<file path="src/rtl/dg0045_ram_arbiter.sv">
// DG0045 data-RAM arbiter: the core gets combinational priority access, the host uses a four-phase req/ack handshake.
// Optional starvation statistics (stall_cnt, max_wait) are enabled with `define DG0045_ARB_STATS_EN.
module dg0045_ram_arbiter #(
    parameter int AW           = 6,
    parameter int DW           = 4,
    parameter int STARVE_LIMIT = 8
) (
    input  logic          clk,
    input  logic          reset,
    input  logic          cpu_req,
    input  logic          cpu_we,
    input  logic [AW-1:0] cpu_addr,
    input  logic [DW-1:0] cpu_wdata,
    output logic [DW-1:0] cpu_rdata,
    output logic          cpu_stall,
    input  logic          dbg_req,
    input  logic          dbg_we,
    input  logic [AW-1:0] dbg_addr,
    input  logic [DW-1:0] dbg_wdata,
    output logic          dbg_ack,
    output logic [DW-1:0] dbg_rdata,
`ifdef DG0045_ARB_STATS_EN
    output logic [7:0]    stall_cnt,
    output logic [7:0]    max_wait,
`endif
    output logic [AW-1:0] ram_addr,
    output logic [DW-1:0] ram_din,
    output logic          ram_we,
    input  logic [DW-1:0] ram_dout
);

    typedef enum logic [1:0] {
        IDLE  = 2'd0,
        WAIT  = 2'd1,
        H_ACC = 2'd2,
        H_ACK = 2'd3
    } state_t;

    localparam logic [7:0] LIMIT = 8'(STARVE_LIMIT);

    state_t        state_q, state_d;
    logic [7:0]    starve_cnt_q, starve_cnt_d;
    logic          dbg_ack_q, dbg_ack_d;
    logic [DW-1:0] dbg_rdata_q, dbg_rdata_d;
    logic          host_own;

`ifdef DG0045_ARB_STATS_EN
    logic [7:0] stall_cnt_q, stall_cnt_d;
    logic [7:0] max_wait_q, max_wait_d;
`endif

    assign host_own = (state_q == H_ACC);

    // The RAM mux is combinational; reset gates the write strobe so no write can land in a reset cycle.
    always_comb begin
        if (host_own) begin
            ram_addr  = dbg_addr;
            ram_din   = dbg_wdata;
            ram_we    = dbg_we & ~reset;
            cpu_rdata = '0;
        end else begin
            ram_addr  = cpu_addr;
            ram_din   = cpu_wdata;
            ram_we    = cpu_req & cpu_we & ~reset;
            cpu_rdata = ram_dout;
        end
    end

    assign cpu_stall = host_own;
    assign dbg_ack   = dbg_ack_q;
    assign dbg_rdata = dbg_rdata_q;

    always_comb begin
        state_d      = state_q;
        starve_cnt_d = starve_cnt_q;
        dbg_rdata_d  = dbg_rdata_q;
        unique case (state_q)
            IDLE: begin
                if (dbg_req) begin
                    if (cpu_req) begin
                        state_d      = WAIT;
                        starve_cnt_d = 8'd1;
                    end else begin
                        state_d = H_ACC;
                    end
                end
            end
            WAIT: begin
                if (!dbg_req) begin
                    state_d      = IDLE;
                    starve_cnt_d = '0;
                end else if (!cpu_req || (starve_cnt_q >= LIMIT)) begin
                    state_d = H_ACC;
                end else if (starve_cnt_q != 8'hFF) begin
                    starve_cnt_d = starve_cnt_q + 8'd1;
                end
            end
            H_ACC: begin
                state_d      = H_ACK;
                starve_cnt_d = '0;
                dbg_rdata_d  = dbg_we ? dbg_wdata : ram_dout;
            end
            H_ACK: begin
                if (!dbg_req) state_d = IDLE;
            end
            default: state_d = IDLE;
        endcase
        // The ack flop mirrors the next state so it falls the cycle after dbg_req drops.
        dbg_ack_d = (state_d == H_ACK);
    end

`ifdef DG0045_ARB_STATS_EN
    always_comb begin
        stall_cnt_d = stall_cnt_q;
        max_wait_d  = max_wait_q;
        if ((state_d == H_ACC) && (state_q != H_ACC) && cpu_req && (stall_cnt_q != 8'hFF))
            stall_cnt_d = stall_cnt_q + 8'd1;
        if ((state_q == WAIT) && (state_d == H_ACC) && (starve_cnt_q > max_wait_q))
            max_wait_d = starve_cnt_q;
    end

    assign stall_cnt = stall_cnt_q;
    assign max_wait  = max_wait_q;
`endif

    always_ff @(posedge clk) begin
        if (reset) begin
            state_q      <= IDLE;
            starve_cnt_q <= '0;
            dbg_ack_q    <= 1'b0;
            dbg_rdata_q  <= '0;
`ifdef DG0045_ARB_STATS_EN
            stall_cnt_q  <= '0;
            max_wait_q   <= '0;
`endif
        end else begin
            state_q      <= state_d;
            starve_cnt_q <= starve_cnt_d;
            dbg_ack_q    <= dbg_ack_d;
            dbg_rdata_q  <= dbg_rdata_d;
`ifdef DG0045_ARB_STATS_EN
            stall_cnt_q  <= stall_cnt_d;
            max_wait_q   <= max_wait_d;
`endif
        end
    end

endmodule
</file>
<file path="config.mk">
export PLATFORM = sky130hd
export DESIGN_NAME = dg0045_ram_arbiter
export DESIGN_NICKNAME = d
export VERILOG_FILES = /design/src/rtl/dg0045_ram_arbiter.sv
export SDC_FILE = /design/constraint.sdc
export NUM_CORES = 1
export LEC_CHECK = 0
export ABC_AREA = 1
export CAP_MARGIN = 5
export CORE_MARGIN = 1
export CORE_UTILIZATION = 39
export DETAILED_ROUTE_END_ITERATION = 16
export GPL_ROUTABILITY_DRIVEN = 0
export HOLD_SLACK_MARGIN = 0.1
export PLACE_DENSITY_LB_ADDON = 0.3
export SYNTH_ARGS = -nofsm -noshare
export SYNTH_HDL_FRONTEND = slang
export SYNTH_SLANG_ARGS = --single-unit
</file>
<file path="constraint.sdc">
create_clock -name clk -period 1.75 [get_ports clk]
set_input_delay 0.35 -clock clk [delete_from_list [all_inputs] [get_ports clk]]
set_output_delay 0.35 -clock clk [all_outputs]
set_load 0.03 [all_outputs]
</file>
==> impl_metrics.tcl <==
set metrics [dict create \
    grt_antenna_before_repair 0 \
    p_leak_uw 0.000779 \
    clock-sinks 15 \
    cpLargestDelayFamily "flip-flops" \
    outcome "completed" \
    crit_required_ns 1.40 \
    p_sw_uw 602 \
    num_rows 18 \
    synth.avg_cell_area_um2 6.41 \
    start_util_pct 41.3 \
    die-area_um2 2810 \
    worst-path-buf-inv 3 \
    yosys.cell_types.count 23 \
    cp_max_fo 9 \
    timing.rr.end "starve_cnt_q[0]$_SDFFE_PP0P_" \
    timing.final.ws_setup_ns 0.0122 \
    syn_inst 158 \
    crit_type "reg2out" \
    hp-class "reg2reg" \
    area_growth_pct 65.8 \
    placed_area_um2 1610 \
    drcViolationCount 0 \
    worstMarginPinSlew_ns 0.325 \
    min_period_ns 1.74 \
    synth_mux_area_share_pct 0 \
    dp_hpwl_um 2160 \
    first_iter_violations 27 \
    drive_gt1_share_pct 28.0 \
    clockBufferDepth 2 \
    setup_viol 0 \
    combPwrFrac_pct 56.9 \
    grt_pass1_vias 983 \
    clkLatencyLatePin_ns 0.28 \
    maxCapViolations 0 \
    via_count 1155 \
    skew_ns 0.00372 \
    finalHoldWorstSlack_ns 0.445 \
    ir_drop_mv 0.824 \
    synth_compound_gate_area_share_pct 13.8 \
    finalNonFillerCells 244 \
    synth-warning-count 0 \
    die-width_um 53.0 \
    p_seq_share_pct 28.8 \
    core_area_um2 2450 \
    fmax_ghz 0.575 \
    tritoncts "yes" \
    intPower_uw 790 \
    r2r_slack_ns 0.24 \
    port_buffers 50 \
    num_io_pins 51 \
    vias_per_cell 4.73 \
    crit_chain "inv_4, ha_4, buf_8, a21oi_1, nor2_2, buf_4" \
    drv_slew 0 \
    worstPathArrival_ns 1.39 \
    synth_top_family_by_area "simple AND/OR/NAND/NOR gates" \
    min_period_over_period_pct 99.3 \
    grt_pass1_wl_um 4020 \
    pre_cts_ws_ns 0.0431 \
    slowest_stage "dfxtp_2" \
    htree_levels 1 \
    synthXorXnorAreaFrac_pct 0.864 \
    end_kind "primary output" \
    p_per_area_nw_per_um2 829 \
    timing.rr.start "state_q[1]$_SDFF_PP0_" \
    syn_area_um2 1010 \
    clkTransAtPathRegs_ns 0.09 \
    nets 252 \
    rsz0062_at_grt "true" \
    gr-total-overflow 0 \
    syn-num-nets 195 \
    numCtsBuffers 3 \
    crit_end "ram_we" \
    grt_max_degree 16 \
    clkPwrFrac_pct 14.3 \
    dp_cells 237 \
    diodes 0 \
    switching_share_pct 43.2 \
    finalHoldViolations 0 \
    root_buffer "clkbuf_4" \
    dr.pass1.iters 4 \
    final_design_area_no_fill_um2 1680 \
    fp.dieH_um 53.0 \
    ys_ff_latch 15 \
    wl_per_cell_um 11.4 \
    cp.depth 6 \
    antenna_left 0 \
    routed_wl_um 2770 \
    yosys.area_share.simple_pct 35.4 \
    crit_start "state_q[0]$_SDFF_PP0_" \
    crit_path_start_kind "register" \
    yosysSeqAreaShare_pct 29.6 \
    synth_fa_ha_area_share_pct 8.64 \
    timing.slew.headroom_pct 78.3 \
    reg2reg_depth 8 \
    worst_path_largest_cell_delay_ns 0.36 \
    power_uw 1390 \
    grt_usage_pct 19.4 \
]
sequential cells by signal, summed over array words and instances, names as in the netlist:
register / flops
starve_cnt_q: 8
dbg_rdata: 4
state_q: 2
dbg_ack: 1
power groups by stage:
stage | Combinational [uW] | Sequential, uW | Clock (uW)
final | 792 | 401 | 200
after global routing | 847 | 406 | 214
after CTS | 774 | 399 | 205
after detailed placement | 747 | 407 | 0
after global placement | 734 | 405 | 0
after floorplan | 477 | 433 | 0
logic make-up after synthesis:
group           after synthesis
xor+xnor                      1
buf+inv                      26
simple gates                 85
fa+ha+maj                     7
compound gates               24
flops                        15
per-stage QoR:
step           util [%]  setup TNS, ns
2_1_floorplan         -              0
3_3_place_gp       65.4              0
3_5_place_dp       65.4              0
4_1_cts            67.5              0
5_1_grt            68.5        -0.0822
6_report           68.5              0
cell type report:
type	count	area [um2]
fill	199	774
multi-input combinational	117	698
timing repair buffer	58	532
sequential	15	303
inverter	20	82.6
tap	30	37.5
clock buffer	3	22.5
clock inverter	1	5.00
worst register-to-register path, delay by kind of cell, from the launching register on:
kind,cells,cell delay [ns]
simple gates,3,0.32
fa+ha+maj,1,0.26
compound gates,2,0.23
buf+inv,2,0.20
flops,1,0.40
cell usage after synthesis, drive strengths merged:
library cell	number	area share [%]
o22ai	1	0.62
o21ai	12	5.9
nand2	57	22
xor2	1	0.86
dfxtp	15	30
a21oi	11	7.3
nand4	3	1.9
ha	7	8.6
buf	4	3.5
inv	20	7.4
clkbuf	2	0.74
nor2	21	8.8
nand3	4	2.5
layout by cell type (no fill, tap or decap), drive strengths merged:
cell           count
nor2              21
a21oi             11
nand2             57
clkdlybuf4s50     34
o21ai             12
inv               20
nand4              3
xor2               1
nand3              4
buf               24
clkinv             1
o22ai              1
clkbuf             3
dfxtp             15
ha                 7
timing repair:
item	4_1_cts	5_1_grt
resized for setup	5	6
hold buffers	0	0
buffers inserted	2	1
endpoints found under the setup margin	15	11
per-layer routing:
metal  routed length (um)  GRT usage [%]  up-vias
li1                     -              -      598
met1                 1160           20.7      494
met2                 1270           35.7       57
met3                  291           5.17        6
met4                   48           7.46        0
met5                    0              0        -
worst min-delay path by stage:
stage,start,end,slack [ns],cells past startpoint
6_report,starve_cnt_q[6]$_SDFFE_PP0P_,starve_cnt_q[6]$_SDFFE_PP0P_,0.45,2
5_1_grt,starve_cnt_q[6]$_SDFFE_PP0P_,starve_cnt_q[6]$_SDFFE_PP0P_,0.47,2
4_1_cts,starve_cnt_q[6]$_SDFFE_PP0P_,starve_cnt_q[6]$_SDFFE_PP0P_,0.45,2
3_5_place_dp,starve_cnt_q[6]$_SDFFE_PP0P_,starve_cnt_q[6]$_SDFFE_PP0P_,0.43,2
3_3_place_gp,starve_cnt_q[7]$_SDFFE_PP0P_,starve_cnt_q[7]$_SDFFE_PP0P_,0.43,2
2_1_floorplan,starve_cnt_q[7]$_SDFFE_PP0P_,starve_cnt_q[7]$_SDFFE_PP0P_,0.42,2
Note: power is estimated with default switching activity, not from simulation.
